**config.mk**
```make
export PLATFORM = sky130hd
export DESIGN_NAME = rec_sync_word_align
export DESIGN_NICKNAME = d
export VERILOG_FILES = /design/src/rtl/tpx3_rx_pkg.sv /design/src/rtl/word_barrel_aligner.sv /design/src/rtl/rec_sync_word_align.sv
export SDC_FILE = /design/constraint.sdc
export NUM_CORES = 1
export LEC_CHECK = 0
export CAP_MARGIN = 20
export CORE_MARGIN = 2
export CORE_UTILIZATION = 55
export CTS_CLUSTER_SIZE = 14
export DETAILED_ROUTE_END_ITERATION = 7
export PLACE_DENSITY = 0.8
export SETUP_SLACK_MARGIN = 0.02
export SYNTH_ARGS = -nofsm -noshare
export SYNTH_HDL_FRONTEND = slang
export SYNTH_SLANG_ARGS = --single-unit
```
**constraint.sdc**
```tcl
create_clock -name WCLK -period 2.5 [get_ports WCLK]
set_input_delay 0.5 -clock WCLK [delete_from_list [all_inputs] [get_ports WCLK]]
set_output_delay 0.5 -clock WCLK [all_outputs]
set_load 0.05 [all_outputs]
```
**src/rtl/tpx3_rx_pkg.sv**
```systemverilog
// Shared definitions for the Timepix3 link receiver: sync FSM states, a
// constant-safe clog2 and the widths of the saturating statistics counters.
package tpx3_rx_pkg;

   typedef enum logic [2:0] {
      ST_WAIT   = 3'd0,
      ST_CHECK  = 3'd1,
      ST_SLIP   = 3'd2,
      ST_VERIFY = 3'd3,
      ST_LOCKED = 3'd4
   } sync_state_t;

   localparam int SLIP_CNT_W = 16;
   localparam int LOSS_CNT_W = 8;

   function automatic int clog2(input int value);
      int r;
      int v;
      r = 0;
      v = value - 1;
      while (v > 0) begin
         r = r + 1;
         v = v >> 1;
      end
      return r;
   endfunction

endpackage

```
**src/rtl/word_barrel_aligner.sv**
```systemverilog
// Word-clock barrel aligner: concatenates the previous valid word with the
// current one and picks a DSIZE window starting i_slip bits below the top.
module word_barrel_aligner
   import tpx3_rx_pkg::*;
#(
   parameter int DSIZE = 10,
   parameter int PW    = clog2(DSIZE)
) (
   input  logic             clk,
   input  logic             rst_n,
   input  logic [DSIZE-1:0] i_word,
   input  logic             i_vld,
   input  logic [PW-1:0]    i_slip,
   output logic [DSIZE-1:0] o_word,
   output logic             o_vld
);

   logic [DSIZE-1:0]   r_prev_word;
   logic [2*DSIZE-1:0] w_cat;
   logic [2*DSIZE-1:0] w_shifted;
   logic [DSIZE-1:0]   w_aligned;

   // MSB is the earliest serial bit, so a larger slip moves the window later in time.
   assign w_cat     = {r_prev_word, i_word};
   assign w_shifted = w_cat << i_slip;
   assign w_aligned = w_shifted[2*DSIZE-1 -: DSIZE];

   always_ff @(posedge clk or negedge rst_n) begin
      if (!rst_n) begin
         r_prev_word <= '0;
         o_word      <= '0;
         o_vld       <= 1'b0;
      end else begin
         o_vld <= i_vld;
         if (i_vld) begin
            r_prev_word <= i_word;
            o_word      <= w_aligned;
         end
      end
   end

endmodule

```
**src/rtl/rec_sync_word_align.sv**
```systemverilog
// Word-level receiver sync: barrel alignment plus a hysteretic lock FSM driven
// by 8b10b decoder error feedback on the aligned output word.
module rec_sync_word_align
   import tpx3_rx_pkg::*;
#(
   parameter int DSIZE      = 10,
   parameter int WAIT_WORDS = 3,
   parameter int LOCK_GOOD  = 16,
   parameter int ERR_WINDOW = 64,
   parameter int ERR_MAX    = 4
) (
   input  logic                    WCLK,
   input  logic                    reset_n,
   // datain_vld qualifies datain for one cycle; there is no backpressure.
   input  logic [DSIZE-1:0]        datain,
   input  logic                    datain_vld,
   input  logic                    force_resync,
   input  logic                    decoder_err,
   output logic [DSIZE-1:0]        data,
   output logic                    data_vld,
   output logic                    rec_sync_ready,
   output logic [clog2(DSIZE)-1:0] slip_pos,
   output logic [SLIP_CNT_W-1:0]   slip_cnt,
   output logic [LOSS_CNT_W-1:0]   lock_loss_cnt,
   output sync_state_t             dbg_state
);

   localparam int PW     = clog2(DSIZE);
   localparam int WAIT_W = clog2(WAIT_WORDS + 1);
   localparam int GOOD_W = clog2(LOCK_GOOD + 1);
   localparam int WIN_W  = clog2(ERR_WINDOW + 1);
   localparam int ERR_W  = clog2(ERR_MAX + 1);

   sync_state_t           r_state;
   logic [WAIT_W-1:0]     r_wait_cnt;
   logic [GOOD_W-1:0]     r_good_cnt;
   logic [WIN_W-1:0]      r_win_cnt;
   logic [ERR_W-1:0]      r_err_cnt;
   logic [PW-1:0]         r_slip_pos;
   logic [SLIP_CNT_W-1:0] r_slip_cnt;
   logic [LOSS_CNT_W-1:0] r_loss_cnt;
   logic                  r_ready;
   logic [ERR_W-1:0]      w_err_sum;

   word_barrel_aligner #(
      .DSIZE (DSIZE),
      .PW    (PW)
   ) u_aligner (
      .clk    (WCLK),
      .rst_n  (reset_n),
      .i_word (datain),
      .i_vld  (datain_vld),
      .i_slip (r_slip_pos),
      .o_word (data),
      .o_vld  (data_vld)
   );

   assign w_err_sum = r_err_cnt + ERR_W'(decoder_err);

   always_ff @(posedge WCLK or negedge reset_n) begin
      if (!reset_n) begin
         r_state    <= ST_WAIT;
         r_wait_cnt <= '0;
         r_good_cnt <= '0;
         r_win_cnt  <= '0;
         r_err_cnt  <= '0;
         r_slip_pos <= '0;
         r_slip_cnt <= '0;
         r_loss_cnt <= '0;
         r_ready    <= 1'b0;
      end else if (force_resync) begin
         // Search restarts at the current offset; a coincident decoder error is irrelevant.
         if (r_state == ST_LOCKED && r_loss_cnt != '1)
            r_loss_cnt <= r_loss_cnt + 1'b1;
         r_state    <= ST_WAIT;
         r_wait_cnt <= '0;
         r_good_cnt <= '0;
         r_win_cnt  <= '0;
         r_err_cnt  <= '0;
         r_ready    <= 1'b0;
      end else begin
         case (r_state)
            ST_WAIT: begin
               if (data_vld) begin
                  if (r_wait_cnt == WAIT_W'(WAIT_WORDS - 1)) begin
                     r_wait_cnt <= '0;
                     r_state    <= ST_CHECK;
                  end else begin
                     r_wait_cnt <= r_wait_cnt + 1'b1;
                  end
               end
            end
            ST_CHECK: begin
               if (data_vld) begin
                  if (decoder_err) begin
                     r_state <= ST_SLIP;
                  end else begin
                     r_good_cnt <= GOOD_W'(1);
                     if (LOCK_GOOD == 1) begin
                        r_state <= ST_LOCKED;
                        r_ready <= 1'b1;
                     end else begin
                        r_state <= ST_VERIFY;
                     end
                  end
               end
            end
            ST_SLIP: begin
               r_slip_pos <= (r_slip_pos == PW'(DSIZE - 1)) ? '0 : r_slip_pos + 1'b1;
               if (r_slip_cnt != '1)
                  r_slip_cnt <= r_slip_cnt + 1'b1;
               r_state <= ST_WAIT;
            end
            ST_VERIFY: begin
               if (data_vld) begin
                  if (decoder_err) begin
                     r_good_cnt <= '0;
                     r_state    <= ST_SLIP;
                  end else begin
                     r_good_cnt <= r_good_cnt + 1'b1;
                     if (r_good_cnt == GOOD_W'(LOCK_GOOD - 1)) begin
                        r_state <= ST_LOCKED;
                        r_ready <= 1'b1;
                     end
                  end
               end
            end
            ST_LOCKED: begin
               if (data_vld) begin
                  if (w_err_sum == ERR_W'(ERR_MAX)) begin
                     // Keep slip_pos: a burst of errors usually does not mean the offset moved.
                     r_state    <= ST_WAIT;
                     r_ready    <= 1'b0;
                     r_win_cnt  <= '0;
                     r_err_cnt  <= '0;
                     r_good_cnt <= '0;
                     if (r_loss_cnt != '1)
                        r_loss_cnt <= r_loss_cnt + 1'b1;
                  end else if (r_win_cnt == WIN_W'(ERR_WINDOW - 1)) begin
                     r_win_cnt <= '0;
                     r_err_cnt <= '0;
                  end else begin
                     r_win_cnt <= r_win_cnt + 1'b1;
                     r_err_cnt <= w_err_sum;
                  end
               end
            end
            default: begin
               r_state <= ST_WAIT;
               r_ready <= 1'b0;
            end
         endcase
      end
   end

   assign rec_sync_ready = r_ready;
   assign slip_pos       = r_slip_pos;
   assign slip_cnt       = r_slip_cnt;
   assign lock_loss_cnt  = r_loss_cnt;
   assign dbg_state      = r_state;

endmodule

```
; ---- Word level (Yosys, flattened, before mapping)
; Cells that the tools add are included.
[totals]
ff_bits = 70
out_inout_bits = 43
wordCells = 108
[op_classes]
add_sub_neg = 7
eq_ne = 23
shift = 1
mux = 47
n_bitwise = 1
reduce_logical = 17
[op_table]
columns = op, count
row1 = $mux W8, 6
row2 = $mux W3, 14
row3 = $mux W5, 7
row4 = $mux W7, 5
row5 = $shl A20 B4 Y20, 1
row6 = $add A16 B1 Y16 const B, 1
row7 = $ne A16 B16 Y1 const B, 1
row8 = $ne A3 B2 Y1 const B, 5
row9 = $pmux W5 S3, 1
row10 = $ne A3 B3 Y1 const B, 4
row11 = $pmux W3 S4, 1
row12 = $reduce_and A6 Y1, 2
row13 = $reduce_bool A2 Y1, 5
row14 = $add A8 B1 Y8 const B, 1
row15 = $mux W2, 4
row16 = $ne A8 B8 Y1 const B, 1
row17 = $add A7 B1 Y7 const B, 1
row18 = $eq A7 B6 Y1 const B, 1
row19 = $mux W1, 7
row20 = $reduce_and A7 Y1, 1
row21 = $eq A3 B2 Y1 const B, 2
row22 = $eq A3 B3 Y1 const B, 2
row23 = $reduce_and A2 Y1, 3
row24 = $add A5 B1 Y5 const B, 1
row25 = other kinds (18), 19

; ---- Depth between registers and ports, before layout
[depth]
ltp_word = 6
mapped_depth = 7

; ---- Modules after synthesis
; Synthesis repeated with hierarchy kept, for this count alone.
[unflattened]
hier_cells = 367
hier_area_um2 = 4181.5
[modules_own_cells]
columns = module, n_inst, cells_per_inst, area_per_inst_um2, seq_area_each_um2
row1 = rec_sync_word_align, 1, 244, 2568.7, 1226.2
row2 = word_barrel_aligner, 1, 123, 1612.8, 525.5

; ---- Least setup slack after synthesis
; No wires, ideal clock.
[synth_timing]
kind = register to register
start = reg r_slip_cnt[0] (netlist: slip_cnt[0])
end = reg r_slip_cnt[5] (netlist: slip_cnt[5])
setup_ns = 0.146
arrival_ns = 2.174
required_ns = 2.354
setup_slack_ns = 0.181
path_stages_with_launch = 7
path_buffers = 0
synth_period_minus_slack_ns = 2.319
path_cell_list = dfrtp_1 ha_1 nand4_1 or4_4 o31ai_1 nor3_1 xor2_1
[synth_between]
elab_chain_cells = 2
word_cells_on_any_way = 3
cone_classes = add/sub: 1 / eq/ne: 1 / reduce/logical: 1
[synth_lines]
columns = item, line_no
row1 = "start, declared", rec_sync_word_align.sv:40  ; logic [SLIP_CNT_W-1:0] r_slip_cnt;
row2 = "start signal, assigned", rec_sync_word_align.sv:111  ; r_slip_cnt <= r_slip_cnt + 1'b1;
row3 = branches (longest 2 deep; another with $add A16 B1 Y16), n/a
; Several ways; the timed one is not identified.
; A chain may end at the register's enable or synchronous reset.

; ---- Worst setup path after layout
[layout_timing]
start = in decoder_err
end = reg r_loss_cnt[1] (netlist: lock_loss_cnt[1])
[layout_between]
elab_chain_cells = 4
[layout_lines]
columns = item, line_no
row1 = "start, declared", rec_sync_word_align.sv:18  ; input logic decoder_err,
row2 = $add A3 B1 Y3, rec_sync_word_align.sv:58  ; assign w_err_sum = r_err_cnt + ERR_W'(decoder_err);
row3 = $eq A3 B3 Y1, rec_sync_word_align.sv:130  ; if (w_err_sum == ERR_W'(ERR_MAX)) begin
row4 = $reduce_bool A2 Y1 (no source line), n/a
row5 = $reduce_and A5 Y1 (no source line), n/a
row6 = "end signal, assigned", rec_sync_word_align.sv:74  ; r_loss_cnt <= r_loss_cnt + 1'b1;
row7 = "end signal, assigned", rec_sync_word_align.sv:138  ; r_loss_cnt <= r_loss_cnt + 1'b1;
row8 = "end, declared", rec_sync_word_align.sv:41  ; logic [LOSS_CNT_W-1:0] r_loss_cnt;
; Every way passes these cells.

==> impl_metrics.toml <==
[outcome]
status = "finished clean"

[placed_design]
dp.final_hpwl_mm = 6.87
place_congestion = 0.939
port_buffers = 57

[critical_path]
rr_worst_depth = 6
worstPathRequired_ps = 2720
crit_arrival_ps = 2570
critPathCapture = "lock_loss_cnt[1]"
critPathLaunchType = "input port"
r2r_slack_ps = 410
r2r_end = "slip_cnt[8]"
critPathKind = "in -> reg"
cp-startpoint = "decoder_err"
crit_fanout = 6
r2r-start = "slip_cnt[0]"
end_kind = "flip-flop"

[flow_run]
cap_violations = 0

[floorplanning]
num_rows = 31
dieHeight_um = 90.2
start_util_pct = 56.6
die_area_um2 = 8140
die_x_um = 90.2
io_pins = 58
coreArea_um2 = 7210

[global_route]
antenna_found_initial = 0
grt_pass1_wl_mm = 16.5
grt_max_degree = 30
grt_usage_pct = 24.9
grt_pass1_vias = 3453
grt_overflow = 0

[logic_synthesis]
syn_avg_cell_area_um2 = 10.3
synthArstFlopShare_pct = 100
ys_seq_area_share_pct = 42.9
synth_top_cell_by_area = "dfrtp_1"
ys_seq_elements = 70
mappedNetlistArea_um2 = 4090
synth_edf_count = 0
synth_area_leaders = "dfrtp_1, mux4_2, mux2_2, mux2i_1, nand2_1"
ys_warn_count = 0
synth_nets = 417
yosysUniqueCellTypes = 52
synthCells = 395
synth_flop_cell = "dfrtp_1"
synth_top_area_share_pct = 42.9

[pwr]
power_frac_clock_pct = 18.1
leakagePower_nw = 2.17
switching_power_w = 0.00221
comb_power_share_pct = 49.8
p_int_w = 0.00299
power.density_nw_per_um2 = 1020
switching_share_pct = 42.5
seq_power_share_pct = 32.1
ir_worst_vdd_mv = 0.540

[cells_and_area]
fin_util_pct = 70.8
antenna_cells = 0
drive_gt1_share_pct = 17.9
final-seq-area_um2 = 1750
num-nets-final = 491
fill_cells = 541
syn_to_final_growth_pct = 25.0
multi_input_area_um2 = 2220

[detailed_routing]
ant_nets = 0
wl_mm = 9.48
viasPerCell = 5.94
dr.pass1.iters = 4
first_iter_violations = 249
wire_per_inst_um = 16.5
vias = 3403
remaining_drc_errors = 0

[cts]
htree_levels = 3
cts_sinks = 70
cts_buffer_depth = 2
cts_resized = 0
clock_latency_ps = 340
numCtsBuffers = 9
cts-root-buf = "clkbuf_8"
holdBufCountCts = 0
cts_tree = "built"
cts_setup_buffers = 0
clk_pin_slew_ps = 80

[sta]
hold_viol_final = 0
setup_violations = 0
finalCriticalPeriod_ps = 2350
fin_worst_skew_ps = 6.82
fin_crit_sh_pct = 93.9
drv_slew = 0
max_slew.worst_pin.slew_ps = 677
rsz0062_at_grt = "false"
fin_tns_setup_ps = 0
max_freq_mhz = 426
slew_headroom_pct = 54.9

[min_path]
min_path_type = "in -> async"
-- layer usage --
metal	track usage (%)	vias to the layer above	part of all wire (%)
li1	-	1605	-
met1	32.4	1656	42
met2	40.9	120	51
met3	5.28	22	4.9
met4	10.0	0	2.3
met5	0	-	0
-- cell usage in the layout, fill, tap and decap left out, drive strengths merged, types with 7 or more instances in the layout --
cell type      instances
nand3                 20
mux4                  13
nor2                  33
nand4                  8
buf                   28
o21ai                 20
clkdlybuf4s50         53
mux2                  22
nand2                 39
clkbuf                11
mux2i                 23
inv                   11
dfrtp                 70
ha                     7
a21oi                 11
xnor2                 14
-- stage by stage --
| step | cell area (um^2) | hold slack, ps | setup slack, ps | total power, W | std cells |
|---|---|---|---|---|---|
| floorplan | 4090 | 204 | 181 | 0.00345 | 395 |
| detailed placement | 4890 | 467 | -228 | 0.00426 | 557 |
| global placement | 4890 | 465 | -145 | 0.00421 | 557 |
| finish | 5110 | 163 | 152 | 0.00520 | 573 |
| CTS | 5100 | 160 | 126 | 0.00521 | 573 |
| global route | 5110 | 199 | 25.5 | 0.00549 | 573 |
-- final cells by class --
class / instances / share of cell area, %
clock buffer: 11 / 2.96
sequential: 70 / 34.3
inverter: 12 / 0.882
clock inverter: 5 / 1.13
timing repair buffer: 81 / 14.9
tap: 99 / 2.42
multi-input combinational: 295 / 43.4
-- worst min-delay path by stage --
stage / to / startpoint / cells past startpoint
2_1_floorplan: dbg_state[0] / reset_n / 0
6_report: slip_cnt[14] / reset_n / 1
3_5_place_dp: r_win_cnt[6] / r_win_cnt[6] / 1
3_3_place_gp: r_win_cnt[6] / r_win_cnt[6] / 1
4_1_cts: slip_cnt[11] / reset_n / 1
5_1_grt: slip_cnt[14] / reset_n / 1
-- synthesized netlist by cell type, types with 3 or more instances --
cell,instances
and2_1,3
mux2i_1,23
nand2b_1,4
buf_2,7
nand3_1,20
nor2_1,33
a22o_1,5
dfrtp_1,70
a21oi_1,11
xnor2_1,14
clkbuf_1,8
inv_1,11
nand4_1,8
mux2_2,22
a21o_1,3
nor3_1,6
nor2b_1,5
o22ai_1,5
o21ai_0,20
mux4_2,13
nand2_1,39
a31oi_1,6
ha_1,7
and3_1,5
xor2_1,6
o221ai_1,4
-- worst max-delay path, stage by stage --
cell and delay, ps:
clkdlybuf4s50_1 450, ha_1 220, ha_1 290, nor2_1 170, a31oi_2 170, nor2_1 380
mux2_2 390
-- cells by family (layout without fill, tap and decap cells) --
logic type / Yosys count / after routing / synth area share (%)
buffers and inverters: 30 / 109 / 3.06
and+or+nand+nor: 137 / 137 / 16.9
DFF: 70 / 70 / 42.9
muxes: 58 / 58 / 18.9
adders and majority gates: 7 / 7 / 2.14
xor gates and xnor gates: 20 / 20 / 4.29
AOI/OAI and AO/OA: 73 / 73 / 11.8
-- state kept, by name, indices dropped and copies added (netlist names), 2 cells and up --
signal                 cells
slip_cnt                  16
r_win_cnt                  7
r_good_cnt                 5
dbg_state                  3
slip_pos                   4
u_aligner.r_prev_word     10
r_wait_cnt                 2
lock_loss_cnt              8
u_aligner.o_word          10
r_err_cnt                  3
-- power by group through the flow --
| stage | clock network [W] | registers, W | logic [W] |
|---|---|---|---|
| floorplan | 0 | 0.00212 | 0.00134 |
| detailed placement | 0 | 0.00169 | 0.00257 |
| global placement | 0 | 0.00168 | 0.00253 |
| global route | 0.00100 | 0.00172 | 0.00277 |
| finish | 0.000940 | 0.00167 | 0.00259 |
| CTS | 0.000957 | 0.00167 | 0.00259 |
(Power assumes the default switching activity.)
